`src/rtl/btn_debounce.sv`:
```
// Pushbutton conditioner: two-flop synchroniser, debounce FSM, registered level/edge pulses.
// Optional auto-repeat of step_o while held is enabled by defining BTN_DEBOUNCE_AUTOREPEAT_EN.
module btn_debounce #(
  parameter int STABLE_CYCLES = 16,
  parameter int CNT_W         = 16,
  parameter int REPEAT_DELAY  = 64,
  parameter int REPEAT_PERIOD = 16
) (
  input  logic clk_i,
  input  logic rst_ni,
  input  logic btn_i,
  output logic level_o,
  output logic rise_o,
  output logic fall_o,
  output logic step_o
);

  typedef enum logic [1:0] {
    IDLE,
    PRESS_WAIT,
    HELD,
    RELEASE_WAIT
  } state_t;

  localparam logic [CNT_W-1:0] CNT_ONE  = CNT_W'(1);
  localparam logic [CNT_W-1:0] CNT_LAST = CNT_W'(STABLE_CYCLES - 1);
  localparam logic [CNT_W-1:0] CNT_MAX  = '1;

  if (STABLE_CYCLES < 2 || longint'(STABLE_CYCLES) > ((longint'(1) << CNT_W) - 1) ||
      REPEAT_DELAY < 1 || REPEAT_PERIOD < 1) begin : g_param_check
    $error("btn_debounce: illegal parameter combination");
  end

  state_t           state, state_next;
  logic             s1, s2;
  logic [CNT_W-1:0] cnt, cnt_next, cnt_inc;
  logic             level_next, rise_next, fall_next, step_next;

  // Only s2 is allowed to reach the FSM; s1 may go metastable.
  always_ff @(posedge clk_i or negedge rst_ni) begin
    if (!rst_ni) begin
      s1 <= 1'b0;
      s2 <= 1'b0;
    end else begin
      s1 <= btn_i;
      s2 <= s1;
    end
  end

  always_ff @(posedge clk_i or negedge rst_ni) begin
    if (!rst_ni) begin
      state <= IDLE;
      cnt   <= '0;
    end else begin
      state <= state_next;
      cnt   <= cnt_next;
    end
  end

  assign cnt_inc = (cnt == CNT_MAX) ? cnt : cnt + CNT_ONE;

  always_comb begin
    state_next = state;
    cnt_next   = cnt;
    level_next = level_o;
    rise_next  = 1'b0;
    fall_next  = 1'b0;
    unique case (state)
      IDLE: begin
        if (s2) begin
          state_next = PRESS_WAIT;
          cnt_next   = CNT_ONE;
        end
      end
      PRESS_WAIT: begin
        if (!s2) begin
          state_next = IDLE;
          cnt_next   = '0;
        end else if (cnt == CNT_LAST) begin
          state_next = HELD;
          cnt_next   = '0;
          level_next = 1'b1;
          rise_next  = 1'b1;
        end else begin
          cnt_next = cnt_inc;
        end
      end
      HELD: begin
        if (!s2) begin
          state_next = RELEASE_WAIT;
          cnt_next   = CNT_ONE;
        end
      end
      RELEASE_WAIT: begin
        if (s2) begin
          state_next = HELD;
          cnt_next   = '0;
        end else if (cnt == CNT_LAST) begin
          state_next = IDLE;
          cnt_next   = '0;
          level_next = 1'b0;
          fall_next  = 1'b1;
        end else begin
          cnt_next = cnt_inc;
        end
      end
      default: begin
        state_next = IDLE;
        cnt_next   = '0;
      end
    endcase
  end

`ifdef BTN_DEBOUNCE_AUTOREPEAT_EN
  localparam logic [CNT_W-1:0] RPT_LAST   = CNT_W'(REPEAT_DELAY - 1);
  localparam logic [CNT_W-1:0] RPT_RELOAD = CNT_W'(REPEAT_DELAY - REPEAT_PERIOD);

  logic [CNT_W-1:0] rcnt, rcnt_next;
  logic             repeat_hit;

  always_ff @(posedge clk_i or negedge rst_ni) begin
    if (!rst_ni) begin
      rcnt <= '0;
    end else begin
      rcnt <= rcnt_next;
    end
  end

  // rcnt runs only in HELD and is frozen across a release bounce so a bounce does not restart the delay.
  always_comb begin
    rcnt_next  = rcnt;
    repeat_hit = 1'b0;
    unique case (state)
      HELD: begin
        if (rcnt == RPT_LAST) begin
          repeat_hit = 1'b1;
          rcnt_next  = RPT_RELOAD;
        end else if (rcnt != CNT_MAX) begin
          rcnt_next = rcnt + CNT_ONE;
        end
      end
      RELEASE_WAIT: begin
        if (state_next == IDLE) begin
          rcnt_next = '0;
        end
      end
      default: rcnt_next = '0;
    endcase
  end

  assign step_next = rise_next | repeat_hit;
`else
  assign step_next = rise_next;
`endif

  always_ff @(posedge clk_i or negedge rst_ni) begin
    if (!rst_ni) begin
      level_o <= 1'b0;
      rise_o  <= 1'b0;
      fall_o  <= 1'b0;
      step_o  <= 1'b0;
    end else begin
      level_o <= level_next;
      rise_o  <= rise_next;
      fall_o  <= fall_next;
      step_o  <= step_next;
    end
  end

endmodule

```
`config.mk`:
```
export PLATFORM = sky130hd
export DESIGN_NAME = btn_debounce
export DESIGN_NICKNAME = d
export VERILOG_FILES = /design/src/rtl/btn_debounce.sv
export SDC_FILE = /design/constraint.sdc
export NUM_CORES = 1
export LEC_CHECK = 0
export ABC_AREA = 1
export CAP_MARGIN = 30
export CORE_UTILIZATION = 63
export CTS_CLUSTER_DIAMETER = 40
export CTS_CLUSTER_SIZE = 12
export DETAILED_ROUTE_END_ITERATION = 12
export PLACE_DENSITY_LB_ADDON = 0.25
export SYNTH_ARGS = -nofsm -noshare
export SYNTH_HDL_FRONTEND = slang
export SYNTH_SLANG_ARGS = --single-unit
```
`constraint.sdc`:
```
create_clock -name clk_i -period 3.3 [get_ports clk_i]
set_clock_uncertainty 0.2 [all_clocks]
set_input_delay 0.495 -clock clk_i [delete_from_list [all_inputs] [get_ports clk_i]]
set_output_delay 0.495 -clock clk_i [all_outputs]
set_load 0.005 [all_outputs]
```
# Word level (Yosys, flattened, before mapping)
# Cells that the tools add are included.
word_totals:
  regBits: 23
  input_bits: 3
  out_inout_bits: 4
classes:
  add_sub_neg: 1
  n_eq_ne: 13
  muxes: 24
  n_reduce_logical: 5
ops:
  columns: ["operator", "count"]
  rows:
  - ["two-way mux 16 bit", 6]
  - ["one-hot mux 16 bit (4 select lines)", 1]
  - ["adder 16 x 1 -> 16 bit (second input constant)", 1]
  - ["== test 16 bit (second input constant)", 1]
  - ["== test 16 x 4 -> 1 bit (second input constant)", 1]
  - ["two-way mux 2 bit", 6]
  - ["!= test 2 bit (second input constant)", 6]
  - ["two-way mux 1 bit", 9]
  - ["one-hot mux 2 bit (4 select lines)", 1]
  - ["!= test 3 bit (second input constant)", 2]
  - ["AND reduction 5 bit", 1]
  - ["== test 2 bit (second input constant)", 2]
  - ["AND reduction 4 bit", 1]
  - ["== test 2 x 1 -> 1 bit (second input constant)", 1]
  - ["logical NOT 2 bit", 1]
  - ["one-hot mux 1 bit (2 select lines)", 1]
  - ["AND reduction 2 bit", 1]
  - ["nonzero test 2 bit", 1]

# Logic depth before layout (Yosys ltp)
logic_depth:
  depth_word: 5
  ltp_mapped: 11
  depth_no_buf: 10

# Worst setup path before layout
# Ideal clock, no wire load.
synth_path:
  kind: "register to register"
  start: "register cnt[0]"
  end: "register cnt[8]"
  setup_ps: 118
  arrival_ps: 1394
  t_required_ps: 2982
  setup_slack_ps: 1589
  path_stages_with_launch: 12
  synth_period_minus_slack_ps: 1711
  cell_sequence: "dfrtp_1 ha_1 nand3_2 inv_1 nand2_2 nor2_2 nand2_2 buf_4 nand2_1 nand2_1 nand3_1 nand2_1"
synth_via:
  elab_chain_len: 5
  elab_cells_between_ends: 8
  classes_between: "1 x add/sub; 2 x eq/ne; 5 x mux"
synth_rtl:
  columns: ["element", "line", "text"]
  rows:
  - ["start: declaration", "36", "logic [CNT_W-1:0] cnt, cnt_next, cnt_inc;"]
  - ["start signal: assignment", "56", "cnt <= cnt_next;"]
  - ["adder 16 x 1 -> 16 bit / == test 16 bit (equally long branches)", "60", "assign cnt_inc = (cnt == CNT_MAX) ? cnt : cnt + CNT_ONE;"]
  - ["two-way mux 16 bit", "60", null]
  - ["two-way mux 16 bit (*)", "79, 98", null]
  - ["two-way mux 16 bit (on tied branches)", "95, 76", null]
  - ["one-hot mux 16 bit (4 select lines) (*)", "68", "unique case (state)"]
# Mark *: on every way between the ends. The rest lies on a longest branch, timed or not.
# A chain may end at the register's enable or synchronous reset.

# Worst setup path after layout
layout_path:
  start: "register cnt[0]"
  end: "register cnt[1]"
# Same word-level chain as after synthesis.

==> reports/qor.yml <==
status:
  status: "completed"
clock_tree:
  clk_latency_ns: 0.32
  cts_made_buffers: 3
  cts_buffer_depth: 2
  htreeDepth: 1
  clockRootBuffer: "clkbuf_4"
  cts_tree: "built"
  cts_post_setup_buffers_inserted: 0
  cts_num_sinks: 23
  cts_hold_buf: 0
  cts-resized-gates: 0
  path_clk_slew_ns: 0.13
worst_setup_path:
  startpoint_type: "register"
  cp.required_ns: 3.32
  cpMostUsedCell: "nand2_2"
  crit_path_end_kind: "register"
  crit_path_cell_trace: "ha_1, nand3_2, inv_1, nand2_2, nor2_2, nand2_2, or2_0, nand3_1, nand2_1"
  worst-r2r-setup-slack_ns: 1.30
  crit_end: "cnt[1]$_DFFE_PN0P_"
  cpMaxStageDelayCell: "dfrtp_1"
  criticalPathCategory: "reg2reg"
  max_stage_delay_ns: 0.48
  rr_startpoint: "cnt[0]$_DFFE_PN0P_"
  r2r-end: "cnt[1]$_DFFE_PN0P_"
  critPathLaunch: "cnt[0]$_DFFE_PN0P_"
  worst_ep_arrival_time_ns: 2.02
  path_max_fanout: 13
  rr_worst_depth: 9
power_and_ir_drop:
  clock_power_share: 0.287
  p_sw_frac: 0.250
  p_leak_uw: 0.000761
  intPower_uw: 345
  p_comb_frac: 0.074
  ir_drop_mv: 0.267
  power_density_mw_per_mm2: 294
  p_sw_uw: 115
  power_frac_seq: 0.639
placement:
  dpl.hpwl_um: 2420
  portBuffers: 6
  post-place-ws_ns: 1.34
  dp.cells: 242
  gp_congestion: 0.878
drt:
  drt_iter0_drc: 66
  dr.pass1.iters: 4
  drcViolationCount: 0
  ant_nets: 0
  wl_per_cell_um: 13.2
  wl_um: 3260
  num_vias: 1378
  via_per_inst: 5.60
global_route:
  grt_pass1_wl_um: 5600
  grt_max_degree: 24
  grt_util_all_layers: 0.295
  antenna_found_initial: 0
  grt-ovfl-total: 0
  grt_pass1_vias: 1357
synthesis:
  async_reset_ff_frac: 1.00
  yosysMostFrequentCell: "nand2_1"
  synth_flop_cell: "dfrtp_1"
  syn_area_mm2: 0.00146
  netlist_top_cells_area: "dfrtp_1 (39%), nand2_1 (16%), nand3_1 (11%)"
  yosysUniqueCellTypes: 24
  ys_seq_elements: 23
  ys_top_cells_by_count: "nand2_1 (64), nand3_1 (33), inv_1 (29)"
  syn_area_per_cell_um2: 6.94
  syn_inst: 210
  synth_edf_count: 0
  yosysSeqAreaShare: 0.395
  yosys.area.top_type: "dfrtp_1"
  synth_top_area_frac: 0.395
  syn-num-nets: 214
  synth_warnings: 0
sta:
  worst_slew_pin_slew_ns: 0.350
  min_period_ns: 2.00
  tns_ns: 0
  hold_viol_final: 0
  fin_ws_ns: 1.30
  period_share: 0.605
  setup_viol: 0
  fmax_mhz: 501
  rsz0062_at_grt: "false"
  final_max_slew_viol_count: 0
  relSlewSlack: 0.766
layout:
  syn_to_final_growth_pct: 7.30
  diodes: 0
  fin_cells: 246
  final_core_util: 0.714
  drive_gt1_frac: 0.0780
  num-nets-final: 223
job:
  max-cap-violations: 0
floorplan:
  io_pins: 7
  die_w_um: 50.1
  core.rowCount: 17
  core_mm2: 0.00219
  start_util: 0.665
  die-area_mm2: 0.00251
  die_h_um: 50.1
min_path:
  holdPathStages: 0
  hold_path_class: "reg2reg"
[layout by cell type, fill, tap and decap left out, drive strengths merged]
cell type / n
a21oi: 2
and2: 1
buf: 1
clkbuf: 4
clkdlybuf4s50: 6
dfrtp: 23
ha: 1
inv: 31
nand2: 66
nand3: 34
nand4: 8
nor2: 23
nor3: 2
o21ai: 10
o22ai: 1
o31ai: 1
or2: 1
xnor2: 2
xor2: 1
[worst max-delay path: cells and delay by family, from the launching register on]
kind / cells / cell delay [ns]
adders and majority gates: 1 / 0.28
buffers and inverters: 1 / 0.09
DFF: 1 / 0.48
and+or+nand+nor: 7 / 0.85
[area by class of cell]
type	count	area [µm²]
flip-flops and latches	23	576
inverters	31	116
multi-input cells	153	743
repair buffers	7	67.6
clock buffers	4	26.3
well taps	28	35.0
fillers	175	627
[how the worst min path moves through the flow]
stage	start	end	slack, ns
5_1_grt	s1$_DFF_PN0_	s2$_DFF_PN0_	0.17
4_1_cts	s1$_DFF_PN0_	s2$_DFF_PN0_	0.17
6_report	s1$_DFF_PN0_	s2$_DFF_PN0_	0.16
3_5_place_dp	s1$_DFF_PN0_	s2$_DFF_PN0_	0.14
3_3_place_gp	s1$_DFF_PN0_	s2$_DFF_PN0_	0.13
2_1_floorplan	rst_ni	async pin	-0.0006
[layer usage]
metal | vias up | global-route usage | wire length, µm
li1 | 683 | - | -
met1 | 636 | 0.379 | 1440
met2 | 48 | 0.484 | 1590
met3 | 11 | 0.0340 | 154
met4 | 0 | 0.148 | 69
met5 | - | 0 | 0
[cells by family (layout without fill, tap and decap cells)]
logic type	after synthesis	after routing	synth area share
adder cells (fa/ha/maj)	1	1	0.00858
AO/OA/AOI/OAI	14	14	0.0584
buffers and inverters	34	42	0.0953
AND/OR/NAND/NOR	135	135	0.425
flip-flops	23	23	0.395
XOR/XNOR	3	3	0.0180
[through the flow]
step                total power, µW  area (µm²)  hold WS (ns)
floorplan                       318        1460     -0.000591
global placement                332        1540         0.134
detailed placement              332        1540         0.138
CTS                             462        1560         0.166
global route                    474        1560         0.170
finish                          460        1560         0.163
[flip-flops by register name (all words and copies together), names as in the netlist, named ones only]
register and cells:
s1 1, level_o 1, state 1, fall_o 1, step_o 1, s2 1
cnt 16
[power by group through the flow]
stage,combinational (µW),sequential (µW),clock (µW)
after global routing,39.0,294,141
after CTS,34.2,293,134
after detailed placement,34.0,299,0
after global placement,33.6,298,0
after floorplan,21.1,297,0
final,34.0,294,132
Note: power is estimated with default switching activity, not from simulation.
